--- src/rtl/rf_wb_pkg.sv ---
// Shared definitions for the register-file writeback controller.
//   XLEN / AW / NREG : data width, register address width, register count
//   wb_entry_t       : one completed result {rd, data}
//   ERR_WAW/ERR_SPUR : bit positions within the sticky err vector
package rf_wb_pkg;

    localparam int unsigned XLEN = 32;
    localparam int unsigned AW   = 5;
    localparam int unsigned NREG = 1 << AW;

    typedef struct packed {
        logic [AW-1:0]   rd;
        logic [XLEN-1:0] data;
    } wb_entry_t;

    localparam int unsigned ERR_WAW  = 0;
    localparam int unsigned ERR_SPUR = 1;

endpackage

--- src/rtl/rf_wb_fifo.sv ---
// Synchronous FIFO of writeback entries used to hold load results.
//   clk, reset            : clock, synchronous active-high reset (flushes)
//   push, push_data       : enqueue; ignored while full
//   pop, pop_data         : dequeue head; pop_data shows the head while !empty
//   count, full, empty    : occupancy
// DEPTH must be a power of 2 so the pointers wrap naturally.
module rf_wb_fifo
    import rf_wb_pkg::*;
#(
    parameter int unsigned DEPTH = 2
) (
    input  logic                         clk,
    input  logic                         reset,
    input  logic                         push,
    input  wb_entry_t                    push_data,
    input  logic                         pop,
    output wb_entry_t                    pop_data,
    output logic [$clog2(DEPTH+1)-1:0]   count,
    output logic                         full,
    output logic                         empty
);

    localparam int unsigned PW = (DEPTH > 1) ? $clog2(DEPTH) : 1;
    localparam int unsigned CW = $clog2(DEPTH + 1);

    wb_entry_t       mem [DEPTH];
    logic [PW-1:0]   wr_ptr;
    logic [PW-1:0]   rd_ptr;
    logic            do_push;
    logic            do_pop;

    assign full     = (count == CW'(DEPTH));
    assign empty    = (count == '0);
    assign do_push  = push && !full;
    assign do_pop   = pop && !empty;
    assign pop_data = mem[rd_ptr];

    always_ff @(posedge clk) begin
        if (reset) begin
            wr_ptr <= '0;
            rd_ptr <= '0;
            count  <= '0;
        end else begin
            if (do_push) wr_ptr <= wr_ptr + 1'b1;
            if (do_pop)  rd_ptr <= rd_ptr + 1'b1;
            case ({do_push, do_pop})
                2'b10:   count <= count + 1'b1;
                2'b01:   count <= count - 1'b1;
                default: count <= count;
            endcase
        end
    end

    // Storage is not reset; only the pointers/count define validity.
    always_ff @(posedge clk) begin
        if (do_push) mem[wr_ptr] <= push_data;
    end

endmodule

--- src/rtl/rf_writeback.sv ---
// Register-file writer: arbitrates ALU and load results onto the single
// write port and tracks pending destinations for decode hazard stalls.
//   clk, reset                         : clock, synchronous active-high reset
//   iss_valid, iss_rd                  : decode issues a writer of iss_rd
//   chk_rs1/rs2/rd, hazard             : combinational busy lookup for decode
//   alu_valid, alu_rd, alu_data        : ALU result, always accepted
//   mem_valid, mem_ready, mem_rd/data  : load result handshake (queued)
//   mq_full                            : load queue full; decode bubbles ALU
//   rg_wrt_en/addr/data                : registered register-file write port
//   err                                : sticky {spurious write, WAW issue}
module rf_writeback
    import rf_wb_pkg::*;
#(
    parameter int unsigned XLEN     = rf_wb_pkg::XLEN,
    parameter int unsigned AW       = rf_wb_pkg::AW,
    parameter int unsigned MQ_DEPTH = 2
) (
    input  logic            clk,
    input  logic            reset,
    input  logic            iss_valid,
    input  logic [AW-1:0]   iss_rd,
    input  logic [AW-1:0]   chk_rs1,
    input  logic [AW-1:0]   chk_rs2,
    input  logic [AW-1:0]   chk_rd,
    output logic            hazard,
    input  logic            alu_valid,
    input  logic [AW-1:0]   alu_rd,
    input  logic [XLEN-1:0] alu_data,
    input  logic            mem_valid,
    output logic            mem_ready,
    input  logic [AW-1:0]   mem_rd,
    input  logic [XLEN-1:0] mem_data,
    output logic            mq_full,
    output logic            rg_wrt_en,
    output logic [AW-1:0]   rg_wrt_addr,
    output logic [XLEN-1:0] rg_wrt_data,
    output logic [1:0]      err
);

    localparam int unsigned NR = 1 << AW;
    localparam int unsigned CW = $clog2(MQ_DEPTH + 1);
    localparam logic [CW-1:0] DEPTH_C = CW'(MQ_DEPTH);

    logic [NR-1:0] busy;
    logic [NR-1:0] busy_nxt;
    wb_entry_t     mem_in;
    wb_entry_t     mq_head;
    wb_entry_t     sel;
    logic          sel_valid;
    logic          mq_push;
    logic          mq_pop;
    logic          mq_empty;
    logic          mq_full_i;
    logic [CW-1:0] mq_count;

    assign mem_in    = '{rd: mem_rd, data: mem_data};
    assign mem_ready = !reset && (mq_count < DEPTH_C);
    assign mq_full   = mq_full_i;
    assign mq_push   = mem_valid && mem_ready;
    // ALU has absolute priority; the queue only drains in ALU-free cycles.
    assign mq_pop    = !alu_valid && !mq_empty;
    assign sel_valid = alu_valid || !mq_empty;
    assign hazard    = busy[chk_rs1] | busy[chk_rs2] | busy[chk_rd];

    rf_wb_fifo #(
        .DEPTH (MQ_DEPTH)
    ) u_mq (
        .clk       (clk),
        .reset     (reset),
        .push      (mq_push),
        .push_data (mem_in),
        .pop       (mq_pop),
        .pop_data  (mq_head),
        .count     (mq_count),
        .full      (mq_full_i),
        .empty     (mq_empty)
    );

    always_comb begin
        sel = mq_head;
        if (alu_valid) begin
            sel = '{rd: alu_rd, data: alu_data};
        end
    end

    // Clear for the write committing this edge first, then set for a new
    // issue, so an issue to the same register stays pending.
    always_comb begin
        busy_nxt = busy;
        if (rg_wrt_en) busy_nxt[rg_wrt_addr] = 1'b0;
        if (iss_valid && iss_rd != '0) busy_nxt[iss_rd] = 1'b1;
        busy_nxt[0] = 1'b0;
    end

    always_ff @(posedge clk) begin
        if (reset) begin
            busy        <= '0;
            err         <= '0;
            rg_wrt_en   <= 1'b0;
            rg_wrt_addr <= '0;
            rg_wrt_data <= '0;
        end else begin
            busy <= busy_nxt;
            if (iss_valid && iss_rd != '0 && busy[iss_rd]) begin
                err[ERR_WAW] <= 1'b1;
            end
            if (sel_valid && sel.rd != '0 && !busy[sel.rd]) begin
                err[ERR_SPUR] <= 1'b1;
            end
            // Results to x0 are consumed without producing a write.
            rg_wrt_en <= sel_valid && (sel.rd != '0);
            if (sel_valid) begin
                rg_wrt_addr <= sel.rd;
                rg_wrt_data <= sel.data;
            end
        end
    end

endmodule

--- config.mk ---
export PLATFORM = sky130hd
export DESIGN_NAME = rf_writeback
export DESIGN_NICKNAME = d
export VERILOG_FILES = /design/src/rtl/rf_wb_pkg.sv /design/src/rtl/rf_wb_fifo.sv /design/src/rtl/rf_writeback.sv
export SDC_FILE = /design/constraint.sdc
export NUM_CORES = 1
export LEC_CHECK = 0
export BUFFER_PORTS_ARGS = -buffer_cell sky130_fd_sc_hd__buf_2
export CAP_MARGIN = 30
export CORE_MARGIN = 10
export CORE_UTILIZATION = 40
export CTS_CLUSTER_DIAMETER = 30
export CTS_CLUSTER_SIZE = 10
export DETAILED_ROUTE_END_ITERATION = 16
export GPL_TIMING_DRIVEN = 0
export PLACE_DENSITY = 0.69
export SYNTH_ARGS = -nofsm -noshare
export SYNTH_HDL_FRONTEND = slang
export SYNTH_SLANG_ARGS = --single-unit
--- constraint.sdc ---
create_clock -name clk -period 3.2 [get_ports clk]
set_input_delay 0.64 -clock clk [delete_from_list [all_inputs] [get_ports clk]]
set_output_delay 0.64 -clock clk [all_outputs]
set_load 0.02 [all_outputs]
# [Word-level counts from Yosys, hierarchy flattened]
# Memory sizes are Yosys's and may differ from the RTL's. A register that Yosys moved wholly into a read port is not among the register bits.
# Cells that the tools add are included.
[totals] in_bits=99 ram_bits=74 output_inout_bits=43 register_bits=76 mem_count=1 latch_bits=0 rom_bits=0
[memory_table] name="u_mq.mem" words=2 width=37 read_ports=1 rd_clocked_by_memory_dff=1 write_ports=1 line="rf_wb_fifo.sv:26" source="wb_entry_t mem [DEPTH];"
[classes] n_reduce_logical=21 n_lt_le_gt_ge=9 multipliers=0 bitwise_logic=5 muxes=22 n_shift=0 addsub=4 eq_ne=3 div=0
[ops] operator="$mux W32" n=2
[ops] operator="$mux W37" n=1
[ops] operator="$lt A5 B6 Y1 const B" n=6
[ops] operator="$and A32 B32 Y32" n=1
[ops] operator="$not A32 Y32" n=1
[ops] operator="$or A32 B32 Y32" n=1
[ops] operator="$bmux W1 S5" n=5
[ops] operator="$logic_and A1 B1 Y1" n=11
[ops] operator="$mux W1" n=11
[ops] operator="$demux W1 S5" n=2
[ops] operator="$ge A5 B1 Y1 const B" n=2
[ops] operator="$reduce_bool A5 Y1" n=2
[ops] operator="$logic_not A1 Y1" n=5
[ops] operator="$eq A2 B2 Y1 const B" n=2
[ops] operator="$pmux W2 S2" n=1
[ops] operator="$add A1 B1 Y1 const B" n=2
[ops] operator="$add A2 B1 Y2 const B" n=1
[ops] operator="$eq A2 B1 Y1 const B" n=1
[ops] operator="$logic_not A2 Y1" n=1
[ops] operator="$lt A2 B2 Y1 const B" n=1
[ops] operator="$or A1 B1 Y1" n=2
[ops] operator="$reduce_bool A2 Y1" n=1
[ops] operator="$sub A2 B1 Y2 const B" n=1
[ops] operator="$logic_or A1 B1 Y1" n=1

# [Depth between registers and ports, before layout]
[depth] ltp_word=9 ltp_mapped=9

# [Cells and area by module]
# A second synthesis with hierarchy kept.
[hier_totals] cells_unflattened=707 hier_area_um2=7531.0
[by_module_without_submodules] module="rf_writeback" seq_area_each_um2=1421.4 cells_per_inst=566 n_inst=1 area_per_inst_um2=4648.2
[by_module_without_submodules] module="rf_wb_fifo" seq_area_each_um2=2322.2 cells_per_inst=141 n_inst=1 area_per_inst_um2=2882.8

# [Least setup slack after synthesis]
# No wires, ideal clock.
[synth_timing] path_kind="in2reg" start="input port reset" end="memory u_mq.mem[0][0] (netlist name), enable pin" path_buffers=0 t_required_ns=2.769 arrival_time_ns=2.743 setup_time_ns=0.431 setup_slack_ns=0.025 stages=3 path_cell_list="nor2_1 nand2_1 nor2_1"
[synth_between] elab_chain_cells=6
[synth_rtl] element="start: declaration" line="rf_writeback.sv:19" source="input logic reset,"
[synth_rtl] element="$logic_not A1 Y1" line="rf_writeback.sv:57" source="assign mem_ready = !reset && (mq_count < DEPTH_C);"
[synth_rtl] element="$logic_and A1 B1 Y1" line="rf_writeback.sv:57"
[synth_rtl] element="$logic_and A1 B1 Y1" line="rf_writeback.sv:59" source="assign mq_push = mem_valid && mem_ready;"
[synth_rtl] element="$logic_and A1 B1 Y1" line="rf_wb_fifo.sv:34" source="assign do_push = push && !full;"
[synth_rtl] element="$mux W1" line="rf_wb_fifo.sv:56" source="if (do_push) mem[wr_ptr] <= push_data;"
[synth_rtl] element="$mux W1 (not written as such)" line="rf_wb_fifo.sv:56"
[synth_rtl] element="end: declaration" line="rf_wb_fifo.sv:26"
# No other way between the ends.

# [Final worst setup path]
[layout_timing] start="input port chk_rs2[0]" end="output port hazard"
[layout_between] elab_chain_cells=4
[layout_rtl] element="start: declaration" line="rf_writeback.sv:23" source="input logic [AW-1:0] chk_rs2,"
[layout_rtl] element="$bmux W1 S5" line="rf_writeback.sv:63" source="assign hazard = busy[chk_rs1] | busy[chk_rs2] | busy[chk_rd];"
[layout_rtl] element="$mux W1 (not written as such)" line="rf_writeback.sv:63"
[layout_rtl] element="$or A1 B1 Y1 (2 in series)" line="rf_writeback.sv:63"
[layout_rtl] element="end: declaration" line="rf_writeback.sv:25" source="output logic hazard,"
# No other way between the ends. The select of a mux whose other input is x is not followed.

==> results.yml <==
run_status:
  status: "finished clean"
pwr:
  peakVddDrop_mv: 0.405
  power_density_mw_per_mm2: 656
  p_leak_nw: 3.23
die:
  dieWidth_um: 153
  io_pins: 142
  die_area_mm2: 0.0235
  core_mm2: 0.0174
  fp.dieH_um: 153
  rows: 48
  start_util: 0.409
timing:
  fin_crit_sh: 0.926
  slew_viol_final: 0
  tightestPinTransition_ps: 976
  relSlewSlack: 0.348
  setup_viol: 0
  period_needed_ps: 2960
  rsz0062_at_grt: "false"
  finClkSkew_ps: 9.93
  hold_viol: 0
  fin_tns_setup_ps: 0
  fmax_mhz: 337
  fin_hold_ws_ps: 406
clocking:
  cts_htree_levels: 4
  max-clock-path-buffers: 2
  cts_tree: "yes"
  numCtsBuffers: 17
  cts_sinks: 150
  clk-insertion-delay-late_ps: 420
  cts_root_buf: "clkbuf_16"
  clkTransAtPathRegs_ps: 60
yosys:
  postSynthCellCount: 625
  yosysSeqAreaShare: 0.527
  yosysWarningCount: 0
  synth_top_flop_cell: "dfxtp_1"
  synth-async-reset-ratio: 0
  syn_nets: 725
  synth_edf_count: 74
  yosysUniqueCellTypes: 47
  synth.avg_cell_area_um2: 11.4
  ys_ff_latch: 150
  synth.cell_area_mm2: 0.00710
worst_setup_path:
  cp-start-kind: "input pin"
  worstPathRequired_ps: 2560
  r2r_end: "u_mq.count[1]$_SDFFE_PP0P_"
  r2r_start: "u_mq.count[0]$_SDFFE_PP0P_"
  cp_max_fo: 9
  regToRegSetupSlack_ps: 730
  critPathKind: "in2out"
  cp.arrival_ps: 2320
  r2r_cells: 6
  endpoint_kind: "output port"
placed_design:
  routabilityCongestion: 0.940
  dp_cells: 985
  io_buffers: 133
  dp_hpwl_um: 15400
route:
  post-route-drc-count: 0
  first_iter_violations: 559
  dr.pass1.iters: 7
  wl_um: 21400
  via_per_inst: 5.73
  wl_per_cell_um: 21.0
  vias: 5839
  ant_nets: 0
cells_and_area:
  fin_cells: 1019
  drive_above_1_share: 0.307
  nets: 879
  synthToLayoutAreaGrowth_pct: 22.9
  fillers: 1543
global_routing:
  grtUsageTotal: 0.178
  grt_start_max_net_pins: 33
  antenna_found_initial: 4
  grt_pass1_wl_um: 33300
  overflow: 0
  grt_pass1_vias: 5819
flow_run:
  maxCapViolCount: 0
hold_path:
  hold_path_depth: 1
  min-delay-path-class: "in2reg"
  hold_path_startpoint: "mem_data[18]"
  hold_end: "u_mq.mem[0][18]$_DFFE_PP_"
-- layout make-up --
class / count / area, um2 / area share
repair buffers: 135 / 706 / 0.0808
flip-flops and latches: 150 / 3740 / 0.429
plain buffers: 42 / 178 / 0.0203
multi-input cells: 431 / 3190 / 0.366
inverters: 2 / 7.51 / 0.000860
diodes: 2 / 5.00 / 0.000573
clock buffers: 22 / 474 / 0.0543
clock inverters: 10 / 144 / 0.0165
well taps: 225 / 282 / 0.0322
-- synthesized netlist by cell type, types with 3 or more instances --
master / n / area [um2]
buf_1: 7 / 26.3
o211ai_1: 3 / 22.5
mux4_2: 37 / 833
nand3_1: 3 / 15.0
nand2_1: 49 / 184
nand3b_1: 5 / 37.5
a21oi_1: 75 / 375
a222oi_1: 15 / 150
and3_1: 3 / 18.8
mux2i_1: 29 / 290
a22oi_1: 6 / 45.0
mux2_2: 24 / 270
dfxtp_1: 76 / 1520
clkbuf_1: 30 / 113
buf_2: 4 / 20.0
edfxtp_1: 74 / 2220
o21ai_0: 36 / 180
nor2_1: 94 / 353
a31oi_1: 5 / 31.3
nor3b_1: 5 / 37.5
and3b_1: 3 / 26.3
nor3_1: 5 / 25.0
-- sequential cells by signal (all words and copies together), names as in the netlist, named ones only --
signal / flops
err: 2
rg_wrt_addr: 5
rg_wrt_data: 32
u_mq.wr_ptr: 1
u_mq.rd_ptr: 1
busy: 31
u_mq.count: 2
rg_wrt_en: 1
u_mq.mem: 74
-- metal layers --
layer | vias to the layer above | global-route usage | share of wire | wire [um]
li1 | 2687 | - | - | -
met5 | - | 0 | 0.00061 | 13
met4 | 2 | 0.0531 | 0.019 | 408
met2 | 309 | 0.280 | 0.47 | 9980
met3 | 39 | 0.0696 | 0.12 | 2540
met1 | 2802 | 0.220 | 0.39 | 8410
-- what timing repair did --
item | in CTS | in global routing
gates resized for setup | 1 | 8
hold buffers | 0 | 0
gates cloned | 0 | 0
endpoints found under the setup margin | 1 | 1
setup buffers | 0 | 0
hold endpoints to repair | 0 | 0
-- cells by family (layout without fill, tap and decap cells) --
kind of cell,after synthesis,in the layout,synth area share
xor+xnor,4,4,0.00493
compound gates,156,156,0.134
mux,91,91,0.198
simple gates,179,179,0.109
other cells,0,2,0
buf+inv,44,211,0.0250
fa+ha+maj,1,1,0.00176
flops,150,150,0.527
-- critical path, cell delays in order --
cell      delay, ps
clkbuf_2        250
mux4_2          560
mux4_2          500
mux2i_1         140
nand3_1          80
buf_2           160
-- power by group --
part | switching [mW] | internal (mW) | total [mW]
Sequential | 0.110 | 2.21 | 2.32
Clock | 0.771 | 1.29 | 2.06
Combinational | 0.837 | 0.507 | 1.34
-- layout by cell type (no fill, tap or decap), types with 5 or more instances in the layout --
master / n
nand2_1: 49
clkbuf_16: 17
buf_2: 137
a31oi_1: 5
a21oi_1: 75
nand3b_1: 5
clkbuf_1: 28
dfxtp_1: 76
mux2i_1: 29
nor3b_1: 5
nor2_1: 93
o21ai_0: 36
clkbuf_2: 6
a22oi_1: 6
mux2_2: 24
edfxtp_1: 74
nor3_1: 5
buf_1: 5
mux4_2: 37
a222oi_1: 15
-- metrics by stage --
step                setup slack [ps]  area, um2  utilization  power (mW)
CTS                             22.1       8720        0.502        5.77
detailed placement             -38.9       8100        0.467        3.70
global route                     142       8730        0.503        6.00
floorplan                       25.2       7100            -        3.23
finish                           236       8730        0.503        5.72
global placement               -1060       8050        0.464        3.66
-- worst max path at each step --
stage	start	to	slack [ps]
after CTS	chk_rs1[0]	hazard	20
after global routing	chk_rs2[0]	hazard	140
after detailed placement	chk_rs2[0]	hazard	-40
after floorplan	reset	u_mq.mem[0][0]$_DFFE_PP_	30
final	chk_rs2[0]	hazard	240
after global placement	reset	u_mq.mem[0][33]$_DFFE_PP_	-1060
No activity file was read; power rests on OpenSTA's default activity.
